**src/rtl/npu_pkg.sv**
```systemverilog
// Shared types and constants for the convolution back-end pooling stage.
package npu_pkg;

   localparam int CONV_IN_W = 16;  // element width produced by the tile engine
   localparam int POOL_WIN  = 2;   // pooling window edge (2x2, stride 2)
   localparam int TILE_OUT  = 4;   // bytes emitted per 4x4 tile

   // One 4x4 tile of convolution results, row-major [row][col].
   typedef logic [0:3][0:3][CONV_IN_W-1:0] conv_tile_t;

   typedef enum logic [1:0] {
      IDLE = 2'd0,
      POOL = 2'd1,
      EMIT = 2'd2
   } pool_state_e;

endpackage

```
**src/rtl/pool_quant_unit.sv**
```systemverilog
// Combinational max-of-4, right shift and unsigned saturation to OUT_W bits.
module pool_quant_unit #(
   parameter int SHIFT = 4,
   parameter int IN_W  = 16,
   parameter int OUT_W = 8
) (
   input  logic [IN_W-1:0]  a_i,
   input  logic [IN_W-1:0]  b_i,
   input  logic [IN_W-1:0]  c_i,
   input  logic [IN_W-1:0]  d_i,
   output logic [OUT_W-1:0] q_o
);

   // Largest value representable in the output byte.
   localparam logic [IN_W-1:0] SAT_MAX = IN_W'((1 << OUT_W) - 1);

   logic [IN_W-1:0] max_ab;
   logic [IN_W-1:0] max_cd;
   logic [IN_W-1:0] mx;
   logic [IN_W-1:0] shifted;

   // Reduce the window to its maximum, then requantise with saturation.
   always_comb begin
      max_ab  = (a_i > b_i) ? a_i : b_i;
      max_cd  = (c_i > d_i) ? c_i : d_i;
      mx      = (max_ab > max_cd) ? max_ab : max_cd;
      shifted = mx >> SHIFT;
      q_o     = (shifted > SAT_MAX) ? {OUT_W{1'b1}} : shifted[OUT_W-1:0];
   end

endmodule

```
**src/rtl/conv_pool_quant.sv**
```systemverilog
// Captures a 4x4 conv tile on conv_done rising edge, 2x2 max-pools and
// requantises it over four cycles, then streams four bytes valid/ready.
module conv_pool_quant
   import npu_pkg::*;
#(
   parameter int SHIFT = 4,
   parameter int IN_W  = 16,
   parameter int OUT_W = 8
) (
   input  logic                        clk,
   input  logic                        rst_n,
   input  logic                        conv_done,
   input  logic [0:3][0:3][IN_W-1:0]   conv_c,
   output logic                        m_valid,
   input  logic                        m_ready,
   output logic [OUT_W-1:0]            m_data,
   output logic                        m_last,
   output logic                        busy,
   output logic                        overrun
);

   pool_state_e state_q, state_d;
   logic [1:0]  k_q, k_d;
   logic [1:0]  e_q, e_d;
   logic        done_q;
   logic        armed_q;
   logic        overrun_q;
   logic        cap_en;
   logic        pool_en;
   logic        tile_evt;

   logic [0:3][0:3][IN_W-1:0]  cap_q;
   logic [0:3][OUT_W-1:0]      pooled_q;

   logic [1:0]       r0, r1, c0, c1;
   logic [IN_W-1:0]  win_a, win_b, win_c, win_d;
   logic [OUT_W-1:0] pool_byte;

   // armed_q suppresses an event on the first edge after reset so that a
   // conv_done still high from before reset is not mistaken for a new tile.
   assign tile_evt = conv_done & ~done_q & armed_q;

   // Select the 2x2 window addressed by k: k[1] picks the row pair, k[0] the column pair.
   always_comb begin
      r0    = {k_q[1], 1'b0};
      r1    = {k_q[1], 1'b1};
      c0    = {k_q[0], 1'b0};
      c1    = {k_q[0], 1'b1};
      win_a = cap_q[r0][c0];
      win_b = cap_q[r0][c1];
      win_c = cap_q[r1][c0];
      win_d = cap_q[r1][c1];
   end

   pool_quant_unit #(
      .SHIFT (SHIFT),
      .IN_W  (IN_W),
      .OUT_W (OUT_W)
   ) u_pq (
      .a_i (win_a),
      .b_i (win_b),
      .c_i (win_c),
      .d_i (win_d),
      .q_o (pool_byte)
   );

   // Next-state logic: capture, four pooling cycles, then four handshaked beats.
   always_comb begin
      state_d = state_q;
      k_d     = k_q;
      e_d     = e_q;
      cap_en  = 1'b0;
      pool_en = 1'b0;
      unique case (state_q)
         IDLE: begin
            if (tile_evt) begin
               cap_en  = 1'b1;
               k_d     = 2'd0;
               state_d = POOL;
            end
         end
         POOL: begin
            pool_en = 1'b1;
            k_d     = k_q + 2'd1;
            if (k_q == 2'd3) begin
               e_d     = 2'd0;
               state_d = EMIT;
            end
         end
         EMIT: begin
            if (m_ready) begin
               e_d = e_q + 2'd1;
               if (e_q == 2'd3) begin
                  state_d = IDLE;
               end
            end
         end
         default: state_d = IDLE;
      endcase
   end

   // State, indices, edge detector and sticky overrun flag.
   always_ff @(posedge clk or negedge rst_n) begin
      if (!rst_n) begin
         state_q   <= IDLE;
         k_q       <= 2'd0;
         e_q       <= 2'd0;
         done_q    <= 1'b0;
         armed_q   <= 1'b0;
         overrun_q <= 1'b0;
      end else begin
         state_q   <= state_d;
         k_q       <= k_d;
         e_q       <= e_d;
         done_q    <= conv_done;
         armed_q   <= 1'b1;
         if (tile_evt && (state_q != IDLE)) begin
            overrun_q <= 1'b1;
         end
      end
   end

   // Tile capture and per-window pooled results.
   always_ff @(posedge clk or negedge rst_n) begin
      if (!rst_n) begin
         cap_q    <= '0;
         pooled_q <= '0;
      end else begin
         if (cap_en) begin
            cap_q <= conv_c;
         end
         if (pool_en) begin
            pooled_q[k_q] <= pool_byte;
         end
      end
   end

   // Stream outputs decode straight from registers; m_ready never reaches m_valid.
   assign m_valid = (state_q == EMIT);
   assign m_data  = pooled_q[e_q];
   assign m_last  = (state_q == EMIT) && (e_q == 2'd3);
   assign busy    = (state_q != IDLE);
   assign overrun = overrun_q;

endmodule
```
**config.mk**
```make
export PLATFORM = sky130hd
export DESIGN_NAME = conv_pool_quant
export DESIGN_NICKNAME = d
export VERILOG_FILES = /design/src/rtl/npu_pkg.sv /design/src/rtl/pool_quant_unit.sv /design/src/rtl/conv_pool_quant.sv
export SDC_FILE = /design/constraint.sdc
export NUM_CORES = 1
export LEC_CHECK = 0
export CORE_MARGIN = 5
export CORE_UTILIZATION = 53
export DETAILED_ROUTE_END_ITERATION = 12
export GPL_TIMING_DRIVEN = 0
export PLACE_DENSITY = 0.84
export SLEW_MARGIN = 20
export SYNTH_ARGS = -nofsm -noshare
export SYNTH_HDL_FRONTEND = slang
export SYNTH_SLANG_ARGS = --single-unit
```
**constraint.sdc**
```tcl
create_clock -name clk -period 6.9 [get_ports clk]
set_input_delay 0.69 -clock clk [delete_from_list [all_inputs] [get_ports clk]]
set_output_delay 0.69 -clock clk [all_outputs]
set_load 0.02 [all_outputs]
```
==> summary.md <==
| Metric | Value |
|---|---|
| Vias in the first global route | 13500 |
| Worst r2r src | k_q[0] |
| Clock Skews | 0.02641 ns |
| Die height | 177.0 um |
| Core Rows | 61 |
| CP max stage cell | dfrtp_1 |
| Syn Std Cell Area | 14780 um2 |
| Core region area | 27630 um2 |
| WP data required | 7.30 ns |
| Hold crit path type | in -> async |
| Worst setup EP type | register |
| CP max FO | 10 |
| Share of cells above drive strength 1 | 0.09233 |
| Syn_nets | 1901 |
| # IOs | 272 |
| Setup crit start kind | register |
| IO Port Bufs | 271 |
| Initial core utilization | 0.5350 |
| Synth warnings | 0 |
| CP arrival | 6.93 ns |
| Die ar. | 31330 um2 |
| Crit path buf inv count | 9 |
| Cell mode on critical path | buf_4 |
| Final Hold Viols | 0 |
| CP startpoint | k_q[0] |
| Leakage | 0.009145 uW |
| Pwr dens | 560.6 nW/um2 |
| CTS tree | done |
| GR Overflow Total | 0 |
| Most frequent cells in the layout | 797 x nand2_1, 296 x dfrtp_1, 270 x clkdlybuf4s50_1, 70 x clkbuf_1, 64 x mux4_2 |
| CTS max path bufs | 3 |
| Post-route ant nets | 0 |
| H-tree depth | 1 |
| Post-synthesis sequential area ratio | 0.5028 |
| GRT Util Overall | 0.2980 |
| DPL Wire Length | 34790 um |
| Routed length per instance | 20.35 um |
| Measured slew at the worst slew-check pin | 0.9769 ns |
| Wirelength, routed | 46700 um |
| CTS root buf | clkbuf_16 |
| Design area | 19150 um2 |
| First DRT Iteration DRCs | 1364 |
| Crit share post-route | 0.9473 |
| Clock share of power | 0.161 |
| Largest area contributor in the netlist | dfrtp_1 |
| Sum Neg Setup Slack | 0 ns |
| Initial DRT Pass Iterations | 6 |
| Outcome | completed |
| Post-synth EDFFs | 0 |
| Initial antenna violation count | 0 |
| Critical path's largest stage delay | 0.49 ns |
| Slew margin rel. | 0.3487 |
| Area after DPL | 18030 um2 |
| DRC violations left | 0 |
| Most common cell after layout, fill and taps aside | nand2_1 |
| Crit path kind | reg -> reg |
| Delay-heaviest family, CP | buffers and inverters |
| RD Place Congestion | 0.9309 |
| Setup violators final | 0 |
| Hold-fix buffers, CTS | 0 |
| RSZ-0062 raised after global routing | false |
| Nets | 2209 |
| Via count | 13070 |
| Main synth FF type | dfrtp_1 |
| Worst-path cell chain | buf_2 > buf_4 > buf_2 > buf_4 > clkbuf_4 > mux4_2 > inv_1 > ha_1 > nor2b_1 > o211ai_1 > a2111o_1 > a31oi_4 > buf_4 > mux2_2 > inv_1 > ha_1 > nand4_1 > nor2_1 > a221oi_1 > a31o_2 > o211ai_1 > clkbuf_2 > nor2_2 > a221oi_1 |
| F_max | 153.0 MHz |
| Async SR Flop Fraction | 1.000 |
| Count of clock tree sinks | 297 |
| Largest cells by area after synthesis | dfrtp_1 50%, nand2_1 20%, mux4_2 9.8% |
| Sw frac | 0.4372 |
| Layout Cells excl Fill | 2295 |
| Vias/cell | 5.695 |
| Distinct cells, synth | 49 |
| Slew Viols, Final | 0 |
| Net switching power figure | 4693 uW |
| Largest net degree at the start of global routing | 102 |
| Clock slew seen by the registers of the worst setup and hold paths | 0.06 ns |
| Placed cells | 2239 |
| Synthesis-stage register bit count | 297 |
| First-pass GRT wire length | 73080 um |
| Comb pwr share | 0.561 |
| Area growth syn-to-layout | 29.54% |
| Min Clock Period, post-route | 6.536 ns |
| Ant diodes | 0 |
| Int Power | 6042 uW |
| Top-area cell type share of the netlist area | 0.5028 |
| Syn_area_per_cell | 9.308 um2 |
| CTS buffer count | 31 |
| Worst skew pair latency | 0.57 ns |
| Max cap viols | 0 |
| Post-synthesis instance total | 1588 |
| Die W | 177.0 um |
| Flop pwr share | 0.278 |
| Maximum vdd drop | 0.0004244 V |
[cells in the mapped netlist, drive strengths merged, types with 2 or more instances]
library cell	count
a221oi	19
mux4	64
nand2	798
a211oi	19
nor2b	4
o211ai	4
a31oi	9
nand3	4
dfrtp	297
nand4	11
inv	47
a22oi	2
a2111o	2
clkbuf	66
o21ai	17
and2	5
nor4	4
a21oi	28
nor2	44
ha	53
buf	20
nand2b	2
nor3	14
or4	2
mux2	23
mux2i	17
[per-stage QoR]
stage | hold WS, ns | power, uW | utilization | setup WS, ns
6_report | 0.1569 | 10730 | 0.6930 | 0.3636
5_1_grt | 0.2255 | 11480 | 0.6930 | 0.002901
4_1_cts | 0.1844 | 10490 | 0.6915 | 0.02157
3_5_place_dp | 0.4575 | 8664 | 0.6524 | -0.9652
3_3_place_gp | 0.4525 | 8383 | 0.6503 | -7.174
2_1_floorplan | 0.3944 | 6917 | - | 1.007
[state kept, by name, indices dropped and copies added, names as in the netlist]
register / cells
k_q: 2
state_q: 2
armed_q: 1
e_q: 2
done_q: 1
pooled_q: 32
cap_q: 256
overrun: 1
[cells by family after synthesis]
kind of cell             count (synthesis)  share of synthesized area
AO/OA/AOI/OAI                          109                    0.05452
AND/OR/NAND/NOR                        891                     0.2345
adder cells (fa/ha/maj)                 53                    0.04487
buffers and inverters                  133                    0.03649
other                                    1                  0.0002537
flip-flops                             297                     0.5028
multiplexers                           104                     0.1266
[repair_timing]
item                       in CTS  in global routing
setup endpoints to repair      32                 29
buffers inserted                0                  2
resized for setup              14                  8
pin swaps                       0                  1
[path summary, 6_finish.rpt]
path	cells after the start	end	slack, ns
worst max-delay path	24	pooled_q[29]	0.36
worst max register to register	24	pooled_q[29]	0.36
worst min-delay path	1	cap_q[110]	0.16
worst min register to register	2	cap_q[87]	0.47
min in group clk	2	cap_q[87]	0.47
max in group asynchronous	2	cap_q[22]	5.72
[worst reg2reg max path, stage by stage (launching register included)]
cell      delay [ns]
dfrtp_1         0.49
buf_2           0.33
buf_4           0.31
buf_2           0.32
buf_4           0.32
clkbuf_4        0.34
mux4_2          0.27
inv_1           0.05
ha_1            0.29
nor2b_1         0.13
o211ai_1        0.09
a2111o_1        0.43
a31oi_4         0.36
buf_4           0.29
mux2_2          0.40
inv_1           0.10
ha_1            0.25
nand4_1         0.16
nor2_1          0.07
a221oi_1        0.34
a31o_2          0.26
o211ai_1        0.13
clkbuf_2        0.24
nor2_2          0.27
a221oi_1        0.14
[power groups by stage]
stage          combinational [uW]  sequential [uW]  clock (uW)
5_1_grt                      6600             3070        1800
6_report                     6020             2990        1730
3_3_place_gp                 5440             2950           0
3_5_place_dp                 5680             2990           0
4_1_cts                      5790             2980        1730
2_1_floorplan                4080             2830           0
[cell type report]
type                            instances  area, um2
Timing Repair Buffer                  275       2788
Fill cell                            2070       8482
Buffer                                 86      386.6
Tap cell                              378      473.0
Multi-Input combinational cell       1158       6848
Inverter                               47      176.4
Clock inverter                         11      161.4
Sequential cell                       297       7433
Clock buffer                           43      880.8
[metal layers]
| metal | vias up | global-route usage | part of all wire | routed length, um |
|---|---|---|---|---|
| li1 | 5845 | - | - | - |
| met3 | 128 | 0.05127 | 0.092 | 4295 |
| met5 | - | 0 | 0 | 0 |
| met4 | 0 | 0.1041 | 0.040 | 1859 |
| met2 | 732 | 0.4906 | 0.49 | 22680 |
| met1 | 6365 | 0.4047 | 0.38 | 17870 |
(Power assumes the default switching activity.)
